[config.mk]
export PLATFORM = sky130hd
export DESIGN_NAME = sseg_arbiter
export DESIGN_NICKNAME = d
export VERILOG_FILES = /design/src/rtl/sseg_arbiter.sv
export SDC_FILE = /design/constraint.sdc
export NUM_CORES = 1
export LEC_CHECK = 0
export ABC_AREA = 0
export CORE_UTILIZATION = 48
export DETAILED_ROUTE_END_ITERATION = 8
export PLACE_DENSITY = 0.84
export SETUP_SLACK_MARGIN = 0.05
export SLEW_MARGIN = 25
export SYNTH_ARGS = -nofsm -noshare
export SYNTH_HDL_FRONTEND = slang
export SYNTH_SLANG_ARGS = --single-unit
[constraint.sdc]
create_clock -name clk -period 2.6 [get_ports clk]
set_input_delay 0.39 -clock clk [delete_from_list [all_inputs] [get_ports clk]]
set_output_delay 0.39 -clock clk [all_outputs]
set_load 0.02 [all_outputs]
[src/rtl/sseg_arbiter.sv]
// sseg_arbiter: fixed-priority (control block > harddisk > floppy) seven-segment display arbiter with minimum hold time
// ports: clk, rst_n (async, active low), clk7_en (state advances only when high), trk (live floppy track),
//        hd_req/hd_val/hd_ack and cb_req/cb_val/cb_alert/cb_ack (level request, one-cycle ack),
//        disp_val/disp_src/disp_blank/disp_upd (registered display outputs)
// SSEG_ARB_BLINK_EN: when defined, alert-flagged control-block values blink via disp_blank; otherwise disp_blank is 0
module sseg_arbiter #(
  parameter int TICK_DIV = 7094,
  parameter int HOLD_MS  = 500,
  parameter int BLINK_MS = 250
) (
  input  logic        clk,
  input  logic        rst_n,
  input  logic        clk7_en,
  input  logic [7:0]  trk,
  input  logic        hd_req,
  input  logic [15:0] hd_val,
  input  logic        cb_req,
  input  logic [15:0] cb_val,
  input  logic        cb_alert,
  output logic        hd_ack,
  output logic        cb_ack,
  output logic [15:0] disp_val,
  output logic [1:0]  disp_src,
  output logic        disp_blank,
  output logic        disp_upd
);
  localparam logic [12:0] TICK_LAST  = 13'(TICK_DIV - 1);
  localparam logic [9:0]  HOLD_INIT  = 10'(HOLD_MS);
  localparam logic [9:0]  BLINK_LAST = 10'(BLINK_MS - 1);
  typedef enum logic [1:0] {IDLE, SHOW, WAIT} state_t;
  state_t      state;
  logic [12:0] presc;
  logic [9:0]  hold;
  logic [15:0] val_hd, val_cb, idle_val;
  logic        pend_hd, pend_cb, hd_lat, cb_lat, tick, go;
  logic [1:0]  top;
  // in SHOW only a pending source of equal or higher priority may take over (refresh or preempt)
  always_comb begin
    hd_lat   = hd_req & ~hd_ack;
    cb_lat   = cb_req & ~cb_ack;
    tick     = presc == TICK_LAST;
    top      = pend_cb ? 2'd2 : pend_hd ? 2'd1 : 2'd0;
    go       = (pend_hd | pend_cb) & (state != SHOW | top >= disp_src);
    idle_val = {8'h00, trk};
  end
  always_ff @(posedge clk or negedge rst_n) begin
    if (!rst_n) begin
      state    <= IDLE;
      presc    <= '0;
      hold     <= '0;
      val_hd   <= '0;
      val_cb   <= '0;
      pend_hd  <= 1'b0;
      pend_cb  <= 1'b0;
      hd_ack   <= 1'b0;
      cb_ack   <= 1'b0;
      disp_val <= '0;
      disp_src <= '0;
      disp_upd <= 1'b0;
    end else if (clk7_en) begin
      presc    <= tick ? '0 : presc + 13'd1;
      hd_ack   <= hd_lat;
      cb_ack   <= cb_lat;
      if (hd_lat) val_hd <= hd_val;
      if (cb_lat) val_cb <= cb_val;
      // a fresh latch wins over the clear of the same source's pend on entry
      pend_hd  <= hd_lat | (pend_hd & ~(go & top == 2'd1));
      pend_cb  <= cb_lat | (pend_cb & ~(go & top == 2'd2));
      disp_upd <= 1'b0;
      if (go) begin
        state    <= SHOW;
        disp_src <= top;
        disp_val <= top == 2'd2 ? val_cb : val_hd;
        disp_upd <= 1'b1;
        hold     <= HOLD_INIT;
      end else if (state == SHOW) begin
        if (tick) begin
          hold <= hold - 10'd1;
          if (hold <= 10'd1) state <= WAIT;
        end
      end else begin
        state    <= IDLE;
        disp_src <= 2'd0;
        disp_val <= idle_val;
        disp_upd <= state == WAIT | idle_val != disp_val;
      end
    end
  end
`ifdef SSEG_ARB_BLINK_EN
  logic       alert_cb, alert_shown;
  logic [9:0] blink_cnt;
  always_ff @(posedge clk or negedge rst_n) begin
    if (!rst_n) begin
      alert_cb    <= 1'b0;
      alert_shown <= 1'b0;
      blink_cnt   <= '0;
      disp_blank  <= 1'b0;
    end else if (clk7_en) begin
      if (cb_lat) alert_cb <= cb_alert;
      if (go) begin
        alert_shown <= top == 2'd2 & alert_cb;
        blink_cnt   <= '0;
        disp_blank  <= 1'b0;
      end else if (state == SHOW & alert_shown) begin
        if (tick) begin
          blink_cnt <= blink_cnt == BLINK_LAST ? '0 : blink_cnt + 10'd1;
          if (blink_cnt == BLINK_LAST) disp_blank <= ~disp_blank;
        end
      end else begin
        disp_blank <= 1'b0;
      end
    end
  end
`else
  logic unused_blink;
  assign disp_blank   = 1'b0;
  assign unused_blink = cb_alert ^ BLINK_LAST[0];
`endif
endmodule
==> After elaboration in Yosys (flattened, before gate mapping) <==
Cells that the tools add are included.
{ "classes": {"n_addsub": 2, "n_eq_ne": 10, "n_reduce_logical": 7, "muxes": 17, "bitwise": 16, "n_lt_le_gt_ge": 2} }
{ "op_table": {"columns": ["op", "n"], "rows": [
  ["two-way mux 16 bit", 3],
  ["two-way mux 10 bit", 3],
  ["inequality test 8 x 16 -> 1 bit", 1],
  ["two-way mux 2 bit", 7],
  ["adder 13 x 1 -> 13 bit (second input constant)", 1],
  ["== test 13 bit (second input constant)", 1],
  ["two-way mux 13 bit", 1],
  ["less-or-equal comparator 10 x 1 -> 1 bit (second input constant)", 1],
  ["subtractor 10 x 1 -> 10 bit (second input constant)", 1],
  ["bitwise AND 1 bit", 7],
  ["AND reduction 2 bit", 3],
  ["AND reduction 3 bit", 2],
  ["bitwise OR 1 bit", 5],
  ["== test 2 x 1 -> 1 bit (second input constant)", 2],
  ["== test 2 bit (second input constant)", 2],
  ["inverter 1 bit", 4],
  ["nonzero test 2 bit", 2],
  ["two-way mux 1 bit", 3],
  ["inequality test 3 x 2 -> 1 bit (second input constant)", 1],
  ["inequality test 3 bit (second input constant)", 1],
  [">= comparator 2 bit", 1],
  ["inequality test 2 x 1 -> 1 bit (second input constant)", 1],
  ["inequality test 2 bit (second input constant)", 1]
]} }
{ "totals": {"input_bits": 46, "word_cells": 66, "out_inout_bits": 22, "regBits": 80} }

==> Longest topological paths before layout <==
{ "logic_depth": {"depth_word": 9, "depth_mapped": 10, "depth_no_buf": 7} }

==> Worst setup path before layout <==
OpenSTA, ideal clock, no wires.
{ "synth_path": {"path_type": "flip-flop to flip-flop", "startpoint": "reg pend_cb", "endpoint": "reg disp_val[0]", "n_path_buf": 2, "synth_period_minus_slack_ns": 2.815, "path_slack_ns": -0.215, "required_ns": 2.475, "arrival_ns": 2.691, "stages_incl_launch_ff": 10, "path_cell_list": "dfrtp_1 buf_2 buf_1 nand2b_1 ha_1 nand2b_1 a211oi_4 nor2_1 o21ai_2 mux2_2"} }
{ "synth_via": {"elab_chain_cells": 6, "word_cells_on_any_way": 10} }
{ "synth_lines": {"columns": ["element", "line_no", "source"], "rows": [
  ["from (decl)", "35", "logic pend_hd, pend_cb, hd_lat, cb_lat, tick, go;"],
  ["from (signal assigned)", "68", "pend_cb <= cb_lat | (pend_cb & ~(go & top == 2'd2));"],
  ["two-way mux 2 bit", "42", "top = pend_cb ? 2'd2 : pend_hd ? 2'd1 : 2'd0;"],
  [">= comparator 2 bit", "43", "go = (pend_hd | pend_cb) & (state != SHOW | top >= disp_src);"],
  ["bitwise OR 1 bit", "43", null],
  ["bitwise AND 1 bit", "43", null],
  ["inequality test 2 bit (no line)", null, null],
  ["AND reduction 2 bit (no line)", null, null],
  ["to (signal assigned)", "73", "disp_val <= top == 2'd2 ? val_cb : val_hd;"],
  ["to (signal assigned)", "84", "disp_val <= idle_val;"],
  ["to (decl)", "22", "output logic [15:0] disp_val,"]
]} }
Several ways; a longest one is shown, not always the timed one.
A chain may end at the register's enable or synchronous reset.

==> Worst setup path after layout <==
{ "layout_path": {"startpoint": "reg pend_cb", "endpoint": "reg disp_val[7]"} }
The elaborated chain is that of the path after synthesis.

==> metrics.md <==
| Metric | Value |
|---|---|
| Status | finished clean |
| CTS Sinks | 80 |
| Library cells used by synthesis | 49 |
| Setup Skew | 0.007615 ns |
| Die width | 91.50 microns |
| I/O pins | 68 |
| Util after Layout | 63.36% |
| Synth Area in Compound Gates | 10.77% |
| Skew-Pair Late Insertion Delay | 0.35 ns |
| Core Rows | 32 |
| Critical path origin | pend_cb$_DFFE_PN0P_ |
| Hold Fails Final Rpt | 0 |
| DRC violations left | 0 |
| Mapped cell area | 0.003845 sq mm |
| Slew @ Worst Pin | 0.7144 ns |
| Largest area contributor in the synthesized netlist | dfrtp_1 |
| Cts hold-fix bufs | 0 |
| Primary FF master, synth | dfrtp_1 |
| RSZ-0062 raised after global routing | false |
| Dpl hpwl | 5765 microns |
| Crit path largest cell delay | 0.40 ns |
| Mapped Nets | 382 |
| Most frequent cell after synthesis | dfrtp_1 |
| Drt pass-1 iters | 4 |
| Post-synth EDFFs | 0 |
| Reg clk slew, reported paths | 0.08 ns |
| Share of post-route cells with drive strength above 1 | 19.27% |
| Placed cell count | 496 |
| Final wirelength | 8530 microns |
| Post-synthesis mux area share | 16.40% |
| Fillers | 567 |
| Crit path buf inv count | 1 |
| Min Tclk post-route | 2.328 ns |
| CP Data Required Time | 2.84 ns |
| H-tree Lvls | 3 |
| CP delay by family, top | compound AO/OA/AOI/OAI gates |
| Post-CTS Setup Bufs | 0 |
| Final Instance Count excl. Fillers | 512 |
| DRT iter0 DRCs | 140 |
| Core area | 0.007727 sq mm |
| CP Launch Type | register |
| Setup TNS | 0 ns |
| Worst r2r src | pend_cb$_DFFE_PN0P_ |
| Vias/cell | 5.645 |
| Num CTS Buffers | 9 |
| Yosys reg bits | 80 |
| Worst setup path class | reg2reg |
| Main combinational cell family by area after synthesis | multiplexers |
| Initial Utilization | 49.76% |
| Rel. slew slack | 52.37% |
| All-Layer GR Usage | 21.76% |
| FFs w/ async S/R, synth | 100.0% |
| Critical Path, Cell by Cell | nand2b_1, ha_1, nand2b_1, a211oi_4, nor2_1, o21ai_2, buf_4, mux2_2 |
| Worst hold path type | in2async |
| # port buffers | 65 |
| Synthesized area per cell | 11.65 sq um |
| Most common cell on crit path | nand2b_1 |
| GPL Wtd Cong | 0.7688 |
| Vias | 2890 |
| Synth top area cells | dfrtp_1 52%, mux2_2 12%, mux2i_1 4.7%, a21oi_1 2.6%, xnor2_1 2.5% |
| Congestion Overflow GR | 0 |
| Commonest cells in the synthesized netlist | 80 x dfrtp_1, 40 x mux2_2, 20 x a21oi_1 |
| Slew Viols, Final | 0 |
| Nets@finish | 457 |
| Synth-to-layout area growth | 27.33% |
| XOR/XNOR Fraction of Synth Area | 3.417% |
| Post-Synth Adder-Cell Area | 1.952% |
| Crit end category | register |
| Max-cap viol count | 0 |
| # diodes | 0 |
| Vias in the first global route | 2932 |
| Syn Inst Count | 330 |
| Critical Path AT | 2.56 ns |
| First-pass GRT wire length | 14130 microns |
| Sequential share of the synthesized area | 52.07% |
| Cell Pwr Density | 1059 mW/mm^2 |
| Drt wl/cell | 16.66 microns |
| Final period util | 89.54% |
| Highest Clock Rate | 429.6 MHz |
| CTS tree | built |
| Final Setup Violations | 0 |
| Yosys top cell area share | 52.07% |
| Clk root buf | clkbuf_8 |
| Maximum vdd ir drop | 0.7244 mV |
| Largest net degree at the start of global routing | 81 |
| Leakage | 0.002089 uW |
| Antenna violations before repair | 0 |
| Final hold slack | 0.05002 ns |
| Simple-Gate Fraction of Synth Area | 12.56% |
| CTS resizes | 0 |
| Yosys Warn Count | 0 |
| CP Max Fanout | 13 |
| Clock tree buffer depth | 2 |
| Die H | 91.50 microns |
| CP max-delay cell | dfrtp_1 |
| Detail Route Antenna Nets | 0 |
| Die area | 0.008372 sq mm |
==> worst register-to-register path: cells and delay by family, from the launching register on <==
| family | cells | cell delay (ns) |
|---|---|---|
| buf+inv | 1 | 0.24 |
| mux | 1 | 0.36 |
| flops | 1 | 0.40 |
| simple gates | 3 | 0.47 |
| compound gates | 2 | 0.49 |
| fa+ha+maj | 1 | 0.26 |
==> layout make-up <==
cell class	instances	area, sq um	share of cell area, %
sequential	80	2002	40.89
multi-input combinational	226	1738	35.50
inverter	11	41.29	0.8433
timing repair buffer	77	742.0	15.15
clock buffer	11	141.4	2.888
tap	102	127.6	2.607
clock inverter	5	103.9	2.121
==> layout by cell type, fill, tap and decap left out, types with 6 or more instances in the layout <==
cell type	count
a21oi_1	20
o21ai_0	13
buf_4	12
nor3_1	7
inv_1	11
xnor2_1	11
clkbuf_8	10
ha_1	6
dfrtp_1	80
mux2_2	40
nand3_1	10
nand2_1	15
mux2i_1	18
o2bb2ai_1	8
nor2_1	17
clkdlybuf4s50_1	64
==> report_power, final <==
| part | switching [uW] | leakage [uW] | internal [uW] |
|---|---|---|---|
| combinational | 1130 | 0.00101 | 1070 |
| clock | 446 | 0.000124 | 665 |
| sequential | 287 | 0.000961 | 1580 |
==> path summary, 6_finish.rpt <==
path                       slack, ns                      end  cells past startpoint
setup / recovery                0.27  disp_val[7]$_DFFE_PN0P_                      8
hold reg to reg                 0.50    presc[10]$_DFFE_PN0P_                      1
hold / removal                  0.05      hold[1]$_DFFE_PN0P_                      1
min in group clk                0.50    presc[10]$_DFFE_PN0P_                      1
setup reg to reg                0.27  disp_val[7]$_DFFE_PN0P_                      8
max in group asynchronous       2.04     presc[9]$_DFFE_PN0P_                      1
==> cell families (layout without fill, tap and decap cells) <==
| logic type | count (synthesis) | after routing |
|---|---|---|
| fa+ha+maj | 6 | 6 |
| other cells | 1 | 1 |
| simple gates | 84 | 84 |
| xor+xnor | 15 | 15 |
| buf+inv | 24 | 104 |
| flops | 80 | 80 |
| mux | 58 | 58 |
| compound gates | 62 | 62 |
==> sequential cells by signal, indices dropped and copies added, names as in the netlist, 2 cells and up <==
| signal | flops |
|---|---|
| disp_val | 16 |
| val_cb | 16 |
| val_hd | 16 |
| presc | 13 |
| hold | 10 |
| disp_src | 2 |
| state | 2 |
==> metal layers <==
layer	up-vias	share of wire, %	GRT usage [%]	wire length [microns]
li1	1351	-	-	-
met1	1446	42	26.04	3616
met2	76	51	37.53	4363
met3	17	4.3	4.523	369
met4	0	2.1	9.921	180
met5	-	0	0	0
==> stage by stage <==
stage               power (uW)  worst slack, ns  cell area [sq um]
finish                    5185           0.2720               4896
global route              5464           0.1799               4896
CTS                       5195           0.2778               4892
detailed placement        4074           0.2992               4647
global placement          3975           0.3574               4647
floorplan                 3259          0.06644               3855
Note: power is estimated with default switching activity, not from simulation.
